--- src/rtl/ether_gmii_port.sv ---
// ether_gmii_port
//   GMII front end between the PCS/PMA GMII pins and the single-clock
//   abstract Ethernet byte interface used by the aggregator.
//   - Rx: one register stage. Frames in flight at reset release are dropped.
//     A frame is truncated from the first byte that carries gmii_rx_er.
//   - Tx: TX_PIPE register stages. The last stage is intended for the IOB.
//     The inter-packet gap is checked at every frame start.
//   - Saturating statistics counters are read through a registered select port.
//   - Three activity LEDs are each stretched by a down-counter.
//
// Ports
//   gtx_clk      125 MHz clock for all logic
//   rst_n        asynchronous active-low reset
//   gmii_rxd     GMII receive data
//   gmii_rx_dv   GMII receive data valid
//   gmii_rx_er   GMII receive error
//   gmii_txd     GMII transmit data
//   gmii_tx_en   GMII transmit enable
//   gmii_tx_er   GMII transmit error, tied low
//   abst_in      Rx data to the aggregator
//   abst_in_s    Rx strobe to the aggregator
//   abst_out     Tx data from the aggregator
//   abst_out_s   Tx strobe from the aggregator
//   cnt_sel      0 rx_frames, 1 rx_err_frames, 2 tx_frames, 3 tx_ipg_viol
//   cnt_clr      single-cycle pulse that clears all counters
//   cnt_data     selected counter, registered
//   status       {err_led, tx_led, rx_led}
module ether_gmii_port #(
  parameter int TX_PIPE = 1,
  parameter int IPG_MIN = 12,
  parameter int CNT_W   = 16,
  parameter int LED_W   = 22
) (
  input  logic             gtx_clk,
  input  logic             rst_n,
  input  logic [7:0]       gmii_rxd,
  input  logic             gmii_rx_dv,
  input  logic             gmii_rx_er,
  output logic [7:0]       gmii_txd,
  output logic             gmii_tx_en,
  output logic             gmii_tx_er,
  output logic [7:0]       abst_in,
  output logic             abst_in_s,
  input  logic [7:0]       abst_out,
  input  logic             abst_out_s,
  input  logic [1:0]       cnt_sel,
  input  logic             cnt_clr,
  output logic [CNT_W-1:0] cnt_data,
  output logic [2:0]       status
);

  localparam int GAP_W = $clog2(IPG_MIN + 1);
  localparam logic [GAP_W-1:0] GAP_SAT = GAP_W'(IPG_MIN);

  typedef enum logic [1:0] {
    RX_IDLE   = 2'd0,
    RX_PASS   = 2'd1,
    RX_POISON = 2'd2
  } rx_state_e;

  // ---------------------------------------------------------------- Rx path
  rx_state_e  rx_state_q, rx_state_d;
  logic       rx_armed_q, rx_armed_d;
  logic [7:0] abst_in_q, abst_in_d;
  logic       abst_in_s_q, abst_in_s_d;
  logic       rx_frame_ev;
  logic       rx_err_ev;

  // The Rx path arms on the first idle cycle after reset. This keeps a
  // frame that is already in progress at reset release out of the FSM.
  // A byte that carries rx_er is itself suppressed, so the output
  // strobe falls on that byte and not one byte later.
  always_comb begin
    rx_state_d  = rx_state_q;
    rx_armed_d  = rx_armed_q | ~gmii_rx_dv;
    abst_in_d   = 8'd0;
    abst_in_s_d = 1'b0;
    rx_frame_ev = 1'b0;
    rx_err_ev   = 1'b0;
    case (rx_state_q)
      RX_IDLE: begin
        if (rx_armed_q && gmii_rx_dv) begin
          rx_frame_ev = 1'b1;
          if (gmii_rx_er) begin
            rx_err_ev  = 1'b1;
            rx_state_d = RX_POISON;
          end else begin
            rx_state_d  = RX_PASS;
            abst_in_d   = gmii_rxd;
            abst_in_s_d = 1'b1;
          end
        end
      end
      RX_PASS: begin
        if (!gmii_rx_dv) begin
          rx_state_d = RX_IDLE;
        end else if (gmii_rx_er) begin
          rx_err_ev  = 1'b1;
          rx_state_d = RX_POISON;
        end else begin
          abst_in_d   = gmii_rxd;
          abst_in_s_d = 1'b1;
        end
      end
      RX_POISON: begin
        if (!gmii_rx_dv) begin
          rx_state_d = RX_IDLE;
        end
      end
      default: rx_state_d = RX_IDLE;
    endcase
  end

  always_ff @(posedge gtx_clk or negedge rst_n) begin
    if (!rst_n) begin
      rx_state_q  <= RX_IDLE;
      rx_armed_q  <= 1'b0;
      abst_in_q   <= 8'd0;
      abst_in_s_q <= 1'b0;
    end else begin
      rx_state_q  <= rx_state_d;
      rx_armed_q  <= rx_armed_d;
      abst_in_q   <= abst_in_d;
      abst_in_s_q <= abst_in_s_d;
    end
  end

  assign abst_in   = abst_in_q;
  assign abst_in_s = abst_in_s_q;

  // ---------------------------------------------------------------- Tx path
  logic             tx_armed_q, tx_armed_d;
  logic             tx_prev_s_q, tx_prev_s_d;
  logic [GAP_W-1:0] tx_gap_q, tx_gap_d;
  logic [8:0]       tx_pipe_q [TX_PIPE];
  logic [8:0]       tx_pipe_d [TX_PIPE];
  logic             tx_frame_ev;
  logic             tx_viol_ev;

  // The gap counter jumps straight to saturation on the arming cycle.
  // This means the first frame after reset is never flagged. A short gap
  // is only counted; the frame itself still goes out unchanged.
  always_comb begin
    tx_armed_d  = tx_armed_q | ~abst_out_s;
    tx_prev_s_d = abst_out_s;
    tx_frame_ev = tx_armed_q & abst_out_s & ~tx_prev_s_q;
    tx_viol_ev  = tx_frame_ev & (tx_gap_q < GAP_SAT);
    tx_gap_d    = tx_gap_q;
    if (abst_out_s) begin
      tx_gap_d = '0;
    end else if (!tx_armed_q) begin
      tx_gap_d = GAP_SAT;
    end else if (tx_gap_q != GAP_SAT) begin
      tx_gap_d = tx_gap_q + GAP_W'(1);
    end
    for (int i = 0; i < TX_PIPE; i++) begin
      tx_pipe_d[i] = 9'd0;
    end
    tx_pipe_d[0] = tx_armed_q ? {abst_out_s, abst_out} : 9'd0;
    for (int i = 1; i < TX_PIPE; i++) begin
      tx_pipe_d[i] = tx_pipe_q[i-1];
    end
  end

  always_ff @(posedge gtx_clk or negedge rst_n) begin
    if (!rst_n) begin
      tx_armed_q  <= 1'b0;
      tx_prev_s_q <= 1'b0;
      tx_gap_q    <= '0;
      for (int i = 0; i < TX_PIPE; i++) begin
        tx_pipe_q[i] <= 9'd0;
      end
    end else begin
      tx_armed_q  <= tx_armed_d;
      tx_prev_s_q <= tx_prev_s_d;
      tx_gap_q    <= tx_gap_d;
      for (int i = 0; i < TX_PIPE; i++) begin
        tx_pipe_q[i] <= tx_pipe_d[i];
      end
    end
  end

  assign gmii_txd   = tx_pipe_q[TX_PIPE-1][7:0];
  assign gmii_tx_en = tx_pipe_q[TX_PIPE-1][8];
  assign gmii_tx_er = 1'b0;

  // ---------------------------------------------------------- Statistics
  logic [CNT_W-1:0] cnt_q [4];
  logic [CNT_W-1:0] cnt_d [4];
  logic [3:0]       cnt_inc;
  logic [CNT_W-1:0] cnt_data_q, cnt_data_d;

  // A clear wins over a same-cycle event, and that event is lost.
  // The read port samples the counter before this cycle's update.
  always_comb begin
    cnt_inc    = {tx_viol_ev, tx_frame_ev, rx_err_ev, rx_frame_ev};
    cnt_data_d = cnt_q[cnt_sel];
    for (int i = 0; i < 4; i++) begin
      cnt_d[i] = cnt_q[i];
      if (cnt_clr) begin
        cnt_d[i] = '0;
      end else if (cnt_inc[i] && (cnt_q[i] != {CNT_W{1'b1}})) begin
        cnt_d[i] = cnt_q[i] + CNT_W'(1);
      end
    end
  end

  always_ff @(posedge gtx_clk or negedge rst_n) begin
    if (!rst_n) begin
      cnt_data_q <= '0;
      for (int i = 0; i < 4; i++) begin
        cnt_q[i] <= '0;
      end
    end else begin
      cnt_data_q <= cnt_data_d;
      for (int i = 0; i < 4; i++) begin
        cnt_q[i] <= cnt_d[i];
      end
    end
  end

  assign cnt_data = cnt_data_q;

  // ---------------------------------------------------------------- LEDs
  logic [LED_W-1:0] led_q [3];
  logic [LED_W-1:0] led_d [3];
  logic [2:0]       led_ev;

  // On each event the stretch counter reloads to full and then counts
  // down. An LED is lit while its counter is non-zero.
  always_comb begin
    led_ev = {rx_err_ev | tx_viol_ev, tx_frame_ev, rx_frame_ev};
    for (int i = 0; i < 3; i++) begin
      led_d[i] = led_q[i];
      if (led_ev[i]) begin
        led_d[i] = {LED_W{1'b1}};
      end else if (led_q[i] != '0) begin
        led_d[i] = led_q[i] - LED_W'(1);
      end
    end
  end

  always_ff @(posedge gtx_clk or negedge rst_n) begin
    if (!rst_n) begin
      for (int i = 0; i < 3; i++) begin
        led_q[i] <= '0;
      end
    end else begin
      for (int i = 0; i < 3; i++) begin
        led_q[i] <= led_d[i];
      end
    end
  end

  assign status = {led_q[2] != '0, led_q[1] != '0, led_q[0] != '0};

endmodule

--- config.mk ---
export PLATFORM = sky130hd
export DESIGN_NAME = ether_gmii_port
export DESIGN_NICKNAME = d
export VERILOG_FILES = /design/src/rtl/ether_gmii_port.sv
export SDC_FILE = /design/constraint.sdc
export NUM_CORES = 1
export LEC_CHECK = 0
export CORE_MARGIN = 4
export CORE_UTILIZATION = 35
export CTS_CLUSTER_DIAMETER = 50
export DETAILED_ROUTE_END_ITERATION = 7
export SYNTH_ARGS = -nofsm -noshare
export SYNTH_HDL_FRONTEND = slang
export SYNTH_SLANG_ARGS = --single-unit
--- constraint.sdc ---
create_clock -name gtx_clk -period 4 [get_ports gtx_clk]
set_input_delay 0.8 -clock gtx_clk [delete_from_list [all_inputs] [get_ports gtx_clk]]
set_output_delay 0.8 -clock gtx_clk [all_outputs]
set_load 0.1 [all_outputs]
==> flow_metrics.tcl <==
set metrics [dict create \
    status "complete, no violations" \
    cts-htree-levels 4 \
    clkTransAtPathRegs_ps 70 \
    core-area_mm2 0.0243 \
    syn_inst 841 \
    io_pins 62 \
    place_inst 1208 \
    yosysSeqAreaShare_pct 50.0 \
    postRouteAntennaNets 0 \
    crit_arrival_ps 2620 \
    start_kind "register" \
    maxSlewViolCount 0 \
    die-area_mm2 0.0273 \
    p_comb_share_pct 9.3 \
    peakVddDrop_mv 0.247 \
    fin_crit_ps 3420 \
    die_y_um 165 \
    dp_hpwl_um 13000 \
    grt_first_pass_wirelength_um 31700 \
    r2r_cells 5 \
    power.leakage_nw 3.68 \
    viasPerCell 5.22 \
    cts_root_buf "clkbuf_16" \
    critPathCaptureType "output pin" \
    final-setup-viol-count 0 \
    initial_core_util_pct 35.6 \
    switchingPower_mw 1.04 \
    synthesis.nets 874 \
    finalCritPeriodShare_pct 85.5 \
    powerDensity_mw_per_mm2 383 \
    worstPathRequired_ps 3200 \
    intPower_mw 2.89 \
    clock_path_buffers 2 \
    rsz0062_at_grt "false" \
    vias 6468 \
    async_flop_share_pct 100 \
    worst_pin_slew_ps 1090 \
    finalClockSkew_ps 7.95 \
    antenna_found_initial 0 \
    cp_max_fo 10 \
    cts_sinks 173 \
    critical_path_class "register to output pin" \
    synth-warning-count 0 \
    place_area_mm2 0.00965 \
    overflow 0 \
    yosysUniqueCellTypes 69 \
    hold_class "input port to asynchronous set/reset pin" \
    drc_errors 0 \
    die_w_um 165 \
    netlist_area_mm2 0.00866 \
    sequentialPowerShare_pct 47.6 \
    cts_tree "done" \
    maxClockFrequency_mhz 292 \
    drt_first_pass_iters 4 \
    final_nets 936 \
    ctsHoldBuffers 0 \
    grtUsageTotal_pct 14.4 \
    cts_resized 0 \
    area_growth_pct 18.3 \
    numPortBuffers 60 \
    p_clk_share_pct 43.0 \
    gp_congestion 0.840 \
    swShare_pct 26.4 \
    fin_setup_tns_ps 0 \
    hold_slack_ps 449 \
    slew_headroom_pct 26.7 \
    maxCapViolCount 0 \
    design_area_mm2 0.0102 \
    wire_per_inst_um 15.1 \
    synth-main-ff-cell "dfrtp_1" \
    instances_no_fill 1240 \
    postCtsSetupRepairBufs 0 \
    drt_iter0_drc 362 \
    synth_edf_count 0 \
    finalWirelength_um 18800 \
    antenna_cells 0 \
    grt_pass1_vias 6331 \
    drive_gt1_share_pct 9.50 \
    finalHoldViolations 0 \
    avgSynthCellArea_um2 10.3 \
    layout_common_cells "dfrtp_1 (173), nor2_1 (83), nand2_1 (72), clkdlybuf4s50_1 (55), xnor2_1 (54)" \
    clkLatencyLatePin_ps 430 \
    grt_max_degree 89 \
    row_count 57 \
    yosys_register_bits 173 \
    cts_made_buffers 17 \
    layout_commonest_cell "dfrtp_1" \
]
worst paths after layout:
path / from / to / slack, ps
setup / recovery: led_q[58] / status[0] / 580
hold / removal: rst_n / led_q[50] / 450
setup reg to reg: led_q[5] / led_q[12] / 1670
hold reg to reg: rx_armed_q / rx_armed_q / 510
max in group asynchronous: rst_n / tx_pipe_q[3] / 2800
min in group gtx_clk: rx_armed_q / rx_armed_q / 510
power groups by stage:
stage                     Sequential [mW]  Clock, mW  Combinational, mW
after floorplan                      1.96          0              0.168
after global placement               1.90          0              0.370
after detailed placement             1.90          0              0.372
after CTS                            1.87       1.73              0.375
after global routing                 1.88       1.80              0.412
final                                1.87       1.69              0.365
critical path, stage by stage, from the launching register on:
cell and delay [ps]:
dfrtp_1 420, nor4_1 510, nand3_1 440, nor2_1 490
inv_2 90, buf_4 250
sequential cells by signal, indices dropped and copies added, names as in the netlist:
| signal | count |
|---|---|
| led_q | 66 |
| cnt_q | 64 |
| cnt_data | 16 |
| tx_pipe_q | 9 |
| abst_in | 8 |
| tx_gap_q | 4 |
| rx_state_q | 2 |
| abst_in_s | 1 |
| rx_armed_q | 1 |
| tx_armed_q | 1 |
| tx_prev_s_q | 1 |
synth_stat cells, drive strengths merged, types with 5 or more instances:
library cell / number / area share [%]
inv: 17 / 0.74
xnor2: 54 / 5.5
and2: 19 / 1.4
mux4: 16 / 4.2
nor3b: 11 / 1.0
nand3b: 7 / 0.61
clkbuf: 22 / 0.95
or4: 10 / 0.95
nor4: 29 / 2.4
ha: 9 / 1.3
or2: 6 / 0.43
dfrtp: 173 / 50
or3: 13 / 1.0
a31oi: 8 / 0.65
a21oi: 23 / 1.3
nor4b: 8 / 0.88
o21ai: 35 / 2.0
o211ai: 10 / 0.87
and4: 9 / 0.94
and3: 15 / 1.1
nand3: 35 / 2.0
nand2: 72 / 3.1
o31ai: 6 / 0.52
nand2b: 7 / 0.51
nor3: 43 / 2.7
mux2i: 6 / 0.69
a211oi: 6 / 0.66
buf: 5 / 0.30
xor2: 20 / 2.0
nand4: 24 / 1.7
nor2: 85 / 3.8
stage by stage:
step / setup slack (ps) / utilization, % / total power [mW]
detailed placement: 876 / 39.7 / 2.27
finish: 578 / 42.1 / 3.92
global placement: 927 / 39.7 / 2.27
floorplan: 1160 / - / 2.13
global route: 370 / 42.1 / 4.09
CTS: 589 / 42.1 / 3.97
cell type report:
cell class,count,area (µm²)
fillers,2341,14100
clock inverters,14,160
clock buffers,18,439
well taps,324,405
inverters,17,63.8
multi-input cells,624,4160
flip-flops and latches,173,4330
repair buffers,70,689
per-layer routing:
metal	global-route usage [%]	vias to the layer above	wire, µm
li1	-	3190	-
met1	20.0	3179	9130
met2	23.0	86	8700
met3	3.20	13	746
met4	3.97	0	179
met5	0	-	0
logic make-up (layout without fill, tap and decap cells):
kind of cell | Yosys count | in the layout | share of synthesized area, %
and+or+nand+nor | 408 | 408 | 26.0
DFF | 173 | 173 | 50.0
AOI/OAI and AO/OA | 109 | 109 | 8.18
xor gates and xnor gates | 74 | 74 | 7.48
buffers and inverters | 44 | 119 | 1.99
muxes | 23 | 23 | 4.98
adders and majority gates | 9 | 9 | 1.30
other | 1 | 1 | 0.0433
Note: power is estimated with default switching activity, not from simulation.
